## src/rtl/cache_cmd_sequencer.sv

```systemverilog
// rtl/cache_cmd_sequencer.sv - one-command-at-a-time sequencer between register block and cache core
//
// Purpose:
//   Watches CTRL.operation in the register block. A non-NOOP value is latched
//   together with KEY/DAT and presented to the cache core as a valid/ready request.
//   The core response (or a timeout) is written back as hit/data/busy. The same
//   write-back returns CTRL.operation to NOOP.
//
// Ports:
//   clk_i, rst_ni        clock, synchronous active-low reset
//   reg_rd_i             packed reg_read_t: current DAT/KEY/CTRL.operation
//   reg_wr_o             packed reg_write_t: write-back fields plus per-field valid strobes
//   core_req_valid_o     request valid to cache core
//   core_req_ready_i     core accepts request
//   core_op_o            latched operation
//   core_key_o           latched key
//   core_value_o         latched data (WRITE payload)
//   core_resp_valid_i    single-cycle response strobe
//   core_resp_hit_i      key found/updated
//   core_resp_value_i    read value, qualified by core_resp_valid_i
//   timeout_o            one-cycle pulse in the DONE cycle of a timed-out command
//   idle_o               sequencer is in IDLE

package if_types_pkg;
  localparam int RegKeyWidth  = 16;
  localparam int RegDataWidth = 32;

  typedef enum logic [2:0] {
    OP_NOOP   = 3'd0,
    OP_READ   = 3'd1,
    OP_WRITE  = 3'd2,
    OP_DELETE = 3'd3
  } operation_e;

  typedef struct packed {
    logic [RegDataWidth-1:0] dat;
    logic [RegKeyWidth-1:0]  key;
    operation_e              operation;
  } reg_read_t;

  typedef struct packed {
    logic [RegDataWidth-1:0] dat;
    logic                    data_valid;
    logic                    hit;
    logic                    hit_valid;
    logic                    busy;
    logic                    busy_valid;
    operation_e              operation;
    logic                    operation_valid;
  } reg_write_t;
endpackage

module cache_cmd_sequencer
  import if_types_pkg::*;
#(
  parameter int TimeoutCycles = 1024,
  parameter int CntWidth      = $clog2(TimeoutCycles + 1)
) (
  input  logic                          clk_i,
  input  logic                          rst_ni,
  input  logic [$bits(reg_read_t)-1:0]  reg_rd_i,
  output logic [$bits(reg_write_t)-1:0] reg_wr_o,
  output logic                          core_req_valid_o,
  input  logic                          core_req_ready_i,
  output logic [2:0]                    core_op_o,
  output logic [RegKeyWidth-1:0]        core_key_o,
  output logic [RegDataWidth-1:0]       core_value_o,
  input  logic                          core_resp_valid_i,
  input  logic                          core_resp_hit_i,
  input  logic [RegDataWidth-1:0]       core_resp_value_i,
  output logic                          timeout_o,
  output logic                          idle_o
);

  typedef enum logic [1:0] {
    S_IDLE  = 2'd0,
    S_ISSUE = 2'd1,
    S_WAIT  = 2'd2,
    S_DONE  = 2'd3
  } state_e;

  localparam logic [CntWidth-1:0] CntLast = CntWidth'(TimeoutCycles - 1);

  reg_read_t rd;
  assign rd = reg_rd_i;

  state_e                  state_q, state_d;
  logic [CntWidth-1:0]     cnt_q, cnt_d;
  logic [2:0]              op_q, op_d;
  logic [RegKeyWidth-1:0]  key_q, key_d;
  logic [RegDataWidth-1:0] val_q, val_d;
  logic                    unsup_q, unsup_d;
  logic                    hit_q, hit_d;
  logic [RegDataWidth-1:0] rdata_q, rdata_d;
  reg_write_t              wb_q, wb_d;
  logic                    req_valid_q, req_valid_d;
  logic                    timeout_q, timeout_d;
  logic                    timed_out;
  logic                    handshake;

  assign handshake = req_valid_q && core_req_ready_i;

  always_comb begin
    state_d     = state_q;
    cnt_d       = cnt_q;
    op_d        = op_q;
    key_d       = key_q;
    val_d       = val_q;
    unsup_d     = unsup_q;
    hit_d       = hit_q;
    rdata_d     = rdata_q;
    wb_d        = '0;
    timed_out   = 1'b0;
    req_valid_d = 1'b0;
    timeout_d   = 1'b0;

    case (state_q)
      S_IDLE: begin
        if (rd.operation != OP_NOOP) begin
          op_d            = rd.operation;
          key_d           = rd.key;
          val_d           = rd.dat;
          unsup_d         = (rd.operation > OP_DELETE);
          hit_d           = 1'b0;
          rdata_d         = '0;
          cnt_d           = '0;
          // Unsupported ops also pass through ISSUE for one cycle, with the
          // request held low. This keeps the busy=1 pulse and the DONE
          // write-back (busy=0) in separate cycles.
          state_d         = S_ISSUE;
          wb_d.busy       = 1'b1;
          wb_d.busy_valid = 1'b1;
        end
      end

      S_ISSUE: begin
        if (unsup_q) begin
          state_d = S_DONE;
        end else begin
          cnt_d = cnt_q + CntWidth'(1);
          if (handshake && core_resp_valid_i) begin
            hit_d   = core_resp_hit_i;
            rdata_d = core_resp_value_i;
            state_d = S_DONE;
          end else if (cnt_q == CntLast) begin
            timed_out = 1'b1;
            state_d   = S_DONE;
          end else if (handshake) begin
            state_d = S_WAIT;
          end
        end
      end

      S_WAIT: begin
        cnt_d = cnt_q + CntWidth'(1);
        if (core_resp_valid_i) begin
          hit_d   = core_resp_hit_i;
          rdata_d = core_resp_value_i;
          state_d = S_DONE;
        end else if (cnt_q == CntLast) begin
          timed_out = 1'b1;
          state_d   = S_DONE;
        end
      end

      S_DONE: begin
        state_d = S_IDLE;
      end

      default: begin
        state_d = S_IDLE;
      end
    endcase

    // The write-back is registered on the edge entering DONE, so it is
    // visible for exactly the one DONE cycle. The register block applies it at
    // the edge that ends DONE, so IDLE sees operation=NOOP and cannot retrigger.
    if (state_d == S_DONE) begin
      wb_d.busy            = 1'b0;
      wb_d.busy_valid      = 1'b1;
      wb_d.operation       = OP_NOOP;
      wb_d.operation_valid = 1'b1;
      wb_d.hit             = hit_d;
      wb_d.hit_valid       = 1'b1;
      if ((op_d == 3'(OP_READ)) && hit_d) begin
        wb_d.dat        = rdata_d;
        wb_d.data_valid = 1'b1;
      end
      timeout_d = timed_out;
    end

    req_valid_d = (state_d == S_ISSUE) && !unsup_d;
  end

  always_ff @(posedge clk_i) begin
    if (!rst_ni) begin
      state_q     <= S_IDLE;
      cnt_q       <= '0;
      op_q        <= '0;
      key_q       <= '0;
      val_q       <= '0;
      unsup_q     <= 1'b0;
      hit_q       <= 1'b0;
      rdata_q     <= '0;
      wb_q        <= '0;
      req_valid_q <= 1'b0;
      timeout_q   <= 1'b0;
    end else begin
      state_q     <= state_d;
      cnt_q       <= cnt_d;
      op_q        <= op_d;
      key_q       <= key_d;
      val_q       <= val_d;
      unsup_q     <= unsup_d;
      hit_q       <= hit_d;
      rdata_q     <= rdata_d;
      wb_q        <= wb_d;
      req_valid_q <= req_valid_d;
      timeout_q   <= timeout_d;
    end
  end

  assign reg_wr_o         = wb_q;
  assign core_req_valid_o = req_valid_q;
  assign core_op_o        = op_q;
  assign core_key_o       = key_q;
  assign core_value_o     = val_q;
  assign timeout_o        = timeout_q;
  assign idle_o           = (state_q == S_IDLE);

endmodule

```

## config.mk

```make
export PLATFORM = sky130hd
export DESIGN_NAME = cache_cmd_sequencer
export DESIGN_NICKNAME = d
export VERILOG_FILES = /design/src/rtl/cache_cmd_sequencer.sv
export SDC_FILE = /design/constraint.sdc
export NUM_CORES = 1
export LEC_CHECK = 0
export CORE_MARGIN = 1.5
export CORE_UTILIZATION = 35
export CTS_BUF_LIST = sky130_fd_sc_hd__clkbuf_4 sky130_fd_sc_hd__clkbuf_8
export DETAILED_ROUTE_END_ITERATION = 8
export GPL_ROUTABILITY_DRIVEN = 0
export MAX_ROUTING_LAYER = met4
export PLACE_DENSITY = 0.64
export SYNTH_ARGS = -nofsm -noshare
export SYNTH_HDL_FRONTEND = slang
export SYNTH_SLANG_ARGS = --single-unit
```

## constraint.sdc

```tcl
create_clock -name clk_i -period 4.9 [get_ports clk_i]
set_input_delay 0.49 -clock clk_i [delete_from_list [all_inputs] [get_ports clk_i]]
set_output_delay 0.49 -clock clk_i [all_outputs]
set_load 0.02 [all_outputs]
```

==> impl_metrics.json <==
{
  "power_mw": 2.93,
  "setup_viol": 0,
  "clock_path_buffers": 2,
  "cts_made_buffers": 17,
  "crit_family": "simple AND/OR/NAND/NOR gates",
  "vias": 4310,
  "cts-root-buf": "clkbuf_8",
  "wl_met3_um": 948,
  "syn_avg_cell_area_um2": 8.91,
  "drt_pass1_iterations": 4,
  "htreeDepth": 4,
  "ioPinCount": 183,
  "syn2layout_area_growth_pct": 48.6,
  "globalRouteTotalUtil": 0.191,
  "post_drt_wl_per_cell_um": 14.5,
  "drive_gt1_frac": 0.0616,
  "worst_ep_required_time_ns": 5.21,
  "setup_tns_ns": 0,
  "worstPathArrival_ns": 3.36,
  "grt_max_degree": 55,
  "wl_met1_um": 5900,
  "ys.flop_type": "dfxtp_1",
  "ctsResizeCount": 0,
  "hold_viol_final": 0,
  "r2r_slack_ns": 1.85,
  "fin_nets": 797,
  "synth-edff-count": 0,
  "wl_met2_um": 5910,
  "cts_tree": "done",
  "syn-cell-area_um2": 4780,
  "postLayoutSetupSlackWorst_ns": 1.85,
  "fillers": 1248,
  "finClkSkew_ns": 0.00694,
  "viasPerCell": 4.84,
  "maxSlewViolCount": 0,
  "antenna_cells": 0,
  "fmax_mhz": 328,
  "post_cts_buffers": 0,
  "synth_top_area_cell": "dfxtp_1",
  "ir_drop_mv": 0.369,
  "holdCritPathClass": "register to register",
  "cap_violations": 0,
  "ys_seq_area_frac": 0.574,
  "antenna_found_initial": 0,
  "netlist_instances": 537,
  "dp.final_hpwl_um": 8860,
  "first_global_vias": 4316,
  "ys_types": 44,
  "post-route-util": 0.534,
  "crit_type": "register to register",
  "die-width_um": 120,
  "rsz0062_at_grt": "false",
  "register_area_um2": 2740,
  "status": "complete, no violations",
  "cpPeakStageDelay_ns": 0.84,
  "dp_slack_ns": 1.68,
  "top_layer": "met4",
  "p_per_area_nw_per_um2": 413,
  "synth_area_leaders": "dfxtp_1, nand2_1, a21oi_1",
  "crit_chain": "inv_1 > ha_1 > or4b_4 > o21ai_2 > a31oi_1 > nor2_2 > buf_4 > nor2_1",
  "crit_buf_inv": 2,
  "clk_latency_ns": 0.44,
  "crit_fanout": 26,
  "ys_ff_latch": 137,
  "clk_pin_slew_ns": 0.07,
  "worst_pin_slew_ns": 1.14,
  "fin_crit_sh": 0.622,
  "fp-row-count": 42,
  "p_leak_nw": 2.57,
  "grt_pass1_wl_um": 21100,
  "critPathLaunchType": "register",
  "slew_headroom": 0.240,
  "multi_input_area_um2": 1840,
  "fp.dieH_um": 120,
  "grt_overflow": 0,
  "yosysTopAreaCellShare": 0.574,
  "cp_slowest_cell": "nor2_2",
  "initial_core_util": 0.360,
  "cts_sinks": 137,
  "io_buffer_count": 179,
  "final_antenna_net_count": 0,
  "async_reset_ff_frac": 0,
  "critPathCaptureType": "register",
  "routed_wl_um": 12900,
  "drtIter0Drc": 209,
  "post-route-drc-count": 0,
  "finalCriticalPeriod_ns": 3.05,
  "core-area_um2": 13300,
  "die-area_um2": 14400,
  "cts_hold_buf": 0,
  "yosys_warnings": 0
}
## worst register-to-register path, stage by stage, from the launching register on
cell	delay, ns
dfxtp_1	0.37
inv_1	0.13
ha_1	0.37
or4b_4	0.54
o21ai_2	0.18
a31oi_1	0.08
nor2_2	0.84
buf_4	0.35
nor2_1	0.08
## cell usage after synthesis, drive strengths merged (3+ instances only)
library cell and instances:
a21oi 54, a22oi 35, and2 3, buf 12, clkbuf 26, dfxtp 137, ha 6, inv 10
nand2 104, nand2b 3, nand3 4, nand4 5, nor2 57, nor3 41, o21ai 8, xnor2 6
## through the flow
| step | instance area, µm² | hold WS (ns) | std cells |
|---|---|---|---|
| final | 7110 | 0.453 | 890 |
| after global routing | 7110 | 0.472 | 890 |
| after floorplan | 4790 | 0.471 | 539 |
| after CTS | 7110 | 0.456 | 890 |
| after detailed placement | 6670 | 0.446 | 860 |
| after global placement | 6670 | 0.441 | 860 |
## cell type report
class                           instances  share of cell area
Clock buffer                           22              0.0417
Multi-Input combinational cell        354               0.260
Inverter                               10             0.00528
Sequential cell                       137               0.386
Timing Repair Buffer                  183               0.256
Tap cell                              176              0.0310
Clock inverter                          8              0.0201
## report_power, final
group          internal (mW)  total (mW)  switching, mW
Clock                  0.607        1.01          0.408
Sequential              1.20        1.24         0.0495
Combinational          0.272       0.673          0.401
Total                   2.07        2.93          0.858
## final timing paths
kind	from	endpoint	cells past startpoint
max	state_q[0]	reg_wr_o[8]	8
min	core_value_o[21]	core_value_o[21]	2
max reg2reg	state_q[0]	reg_wr_o[8]	8
min reg2reg	core_value_o[21]	core_value_o[21]	2
## cell families after synthesis
| kind of cell | synth area share |
|---|---|
| compound gates | 0.138 |
| fa+ha+maj | 0.0157 |
| buf+inv | 0.0460 |
| xor+xnor | 0.0147 |
| mux | 0.00209 |
| simple gates | 0.210 |
| other cells | 0.000784 |
| flops | 0.574 |
## routing by layer
layer	vias up	global-route usage
met3	12	0.0775
met4	0	0.0499
li1	2151	-
met2	146	0.289
met5	-	-
met1	2001	0.239
## placed cells by master, fill, tap and decap left out, types with 3 or more instances in the layout
cell / count
clkbuf_8: 21
clkdlybuf4s50_1: 179
nor2_1: 55
xnor2_1: 6
bufinv_16: 4
inv_1: 9
dfxtp_1: 137
nand3_1: 4
buf_4: 4
clkinv_2: 3
nor3_1: 41
ha_1: 6
and2_1: 3
o21ai_0: 5
conb_1: 3
a22oi_1: 35
nand4_1: 5
a21oi_1: 53
nand2_1: 104
## flip-flops by register name, indices dropped and copies added, names as in the netlist
signal	cells
reg_wr_o	37
core_value_o	32
rdata_q	32
core_key_o	16
cnt_q	11
core_op_o	3
state_q	2
core_req_valid_o	1
hit_q	1
timeout_o	1
unsup_q	1
Power figures use the tool's default switching activity.
==> patch (config.mk and constraints unchanged) <==
The parameter `TimeoutCycles` goes from 1024 to 256.
--- a/src/rtl/cache_cmd_sequencer.sv
+++ b/src/rtl/cache_cmd_sequencer.sv
@@ -53,7 +53,7 @@
 module cache_cmd_sequencer
   import if_types_pkg::*;
 #(
-  parameter int TimeoutCycles = 1024,
+  parameter int TimeoutCycles = 256,
   parameter int CntWidth      = $clog2(TimeoutCycles + 1)
 ) (
   input  logic                          clk_i,
Function: no difference found for any inputs over 4 cycles, from zero or initial values and one cycle with rst_ni low; that may be too few to reach the edited logic, so the function may still have changed.
==> patch against the original RTL <==
Design area grew 0.51%; worst setup slack is essentially flat; via count grew 0.32%; wire length grew 0.41%; total power shrank 13%; sequential cell count shrank 2; area after synthesis grew 2.2%; clock skew grew 0.0031 ns; largest cell class unchanged; highest routed layer unchanged.
==> patch: results (changes against the original RTL) <==
{| class="wikitable"
! Metric !! Value
|-
| Vias in the first global route || 4217 (was 4316)
|-
| Total of warnings raised by yosys || 0 (unchanged)
|-
| Pin count of the biggest net entering global routing || 58 (was 55)
|-
| H-tree levels || 4 (unchanged)
|-
| Leading post-synthesis cells by instance count || 135 x dfxtp_1, 112 x nand2_1, 54 x a21oi_1 (was 137 x dfxtp_1, 104 x nand2_1, 56 x nor2_1)
|-
| Leak Pwr || 2.565 nW (was 2.573 nW)
|-
| Half-perimeter wire length of the detailed placement result || 8576 um (was 8860 um)
|-
| Final antenna diode count || 0 (unchanged)
|-
| Total die area || 14680 um^2 (was 14370 um^2)
|-
| Number of vias in the routed layout || 4324 (was 4310)
|-
| Result of the run || completed (unchanged)
|-
| Sequential element share of the synthesized area || 55.29% (was 57.35%)
|-
| Number of CTS-inserted buffers || 17 (unchanged)
|-
| Number of buffers inserted by port buffering || 179 (unchanged)
|-
| Clock-pin slew on the worst setup and hold paths || about 0.08 ns
|-
| Post-synthesis async set-or-reset flop share || 0% (unchanged)
|-
| Clk root buf || clkbuf_8 (unchanged)
|-
| Layout Cells excl Fill || 877 (was 890)
|-
| Dpl cells || 845 (was 860)
|-
| PostCTS Resize Cnt || 0 (unchanged)
|-
| Post-synth cell types || 44 (unchanged)
|-
| Nets || 779 (was 797)
|-
| Total GRT Usage || 18.39% (was 19.13%)
|-
| Tightest Hold Check Type || reg -> reg (unchanged)
|-
| Proportion of layout cells with a drive suffix above 1 || 9.756% (was 6.162%)
|-
| Fillcell total || 1319 (was 1248)
|-
| Violation count after the first detailed-routing iteration || 297 (was 209)
|-
| Maximum fanout encountered on the critical timing path || 34 (was 26)
|-
| Wirelength, routed || 12930 um (was 12870 um)
|-
| Largest cells by area after synthesis || dfxtp_1 55%, nand2_1 8.6%, a21oi_1 5.5%, a22oi_1 5.4%, nor4_2 5.1% (was dfxtp_1 57%, nand2_1 8.2%, a21oi_1 5.7%, a22oi_1 5.5%, nor2_1 4.4%)
|-
| Fin Clk Skew || 0.01000 ns (was 0.006940 ns)
|-
| Wire length of the first global-routing pass || 20420 um (was 21110 um)
|-
| Source-to-sink clock delay at the later pin of the worst-skew pair || 0.44 ns (about the same)
|-
| Peak VDD IR || 189.5 uV (was 369.1 uV)
|-
| Number of flip-flops in the largest register || 37 (unchanged)
|-
| Clk buf depth || 2 (unchanged)
|-
| Mean area per synthesized cell || 9.329 um^2 (was 8.905 um^2)
|-
| Worst Setup Slack post-DPL || 1.842 ns (was 1.676 ns)
|-
| CP Data Arrival Time || 3.36 ns (about the same)
|-
| Measured slew at the worst slew-check pin || 1.246 ns (was 1.137 ns)
|-
| Number of antenna violations at the first check in global routing || 0 (unchanged)
|-
| Post-CTS setup buffer count || 0 (unchanged)
|-
| Number of iterations in the first detailed-routing pass || 4 (unchanged)
|}
## patch: changes by cell type in the layout (fill, tap and decap cells not counted), moves of 3 or more
cell	change
nor3_1	-39
nor4_2	+20
nor4_1	+12
nor2_1	-8
nand2_1	+7
xnor2_1	-6
clkbuf_8	-4
xor2_1	+4
clkinv_4	+3
inv_1	-3
## patch: path summary, 6_finish.rpt
| path | from | end | cells past startpoint | slack, ns |
|---|---|---|---|---|
| setup / recovery | state_q[1]$_SDFF_PN0_ | reg_wr_o[16]$_SDFF_PN0_ | 6 | 1.85 |
| hold / removal | core_key_o[14]$_SDFFE_PN0P_ | core_key_o[14]$_SDFFE_PN0P_ | 2 | 0.45 |
| setup reg to reg | state_q[1]$_SDFF_PN0_ | reg_wr_o[16]$_SDFF_PN0_ | 6 | 1.85 |
| hold reg to reg | core_key_o[14]$_SDFFE_PN0P_ | core_key_o[14]$_SDFFE_PN0P_ | 2 | 0.45 |
## patch: cell type report
class / instances / area [um^2] / area share (%)
clock inverter: 13 / 147.6 / 2.067
multi-input combinational: 341 / 1977 / 27.68
inverter: 7 / 26.28 / 0.3679
tap: 180 / 225.2 / 3.153
clock buffer: 19 / 249.0 / 3.486
timing repair buffer: 182 / 1814 / 25.40
sequential: 135 / 2703 / 37.84
## patch: critical path: stages (launching register included)
cell,delay (ns)
dfxtp_1,0.36
inv_1,0.16
ha_1,0.52
or4b_4,0.64
a41oi_1,0.33
o211ai_4,0.45
nor4_1,0.46
## patch: cells by family (layout without fill, tap and decap cells)
family / Yosys count / after routing / share of synthesized area [%]
AO/OA/AOI/OAI: 110 / 110 / 14.49
XOR/XNOR: 6 / 6 / 1.075
adder cells (fa/ha/maj): 7 / 7 / 1.792
buffers and inverters: 50 / 221 / 4.888
flip-flops: 135 / 135 / 55.29
other: 1 / 3 / 0.07671
AND/OR/NAND/NOR: 215 / 215 / 22.40
## patch: stage by stage
stage	util (%)	instance area, um^2
global placement	48.97	6745
detailed placement	48.97	6745
CTS	51.85	7142
finish	51.85	7142
floorplan	-	4896
global route	51.85	7142
## patch: power breakdown
group,switching (mW),internal [mW]
logic,0.263,0.186
registers,0.0279,1.15
clock network,0.445,0.470
total,0.736,1.80
## patch: routing by layer
layer  wire (um)  up-vias  track usage (%)
met5           0        -                -
met4         173        0            6.544
met3        1191       14            7.378
met2        5546      173            26.88
met1        6014     2027            22.99
li1            -     2110                -
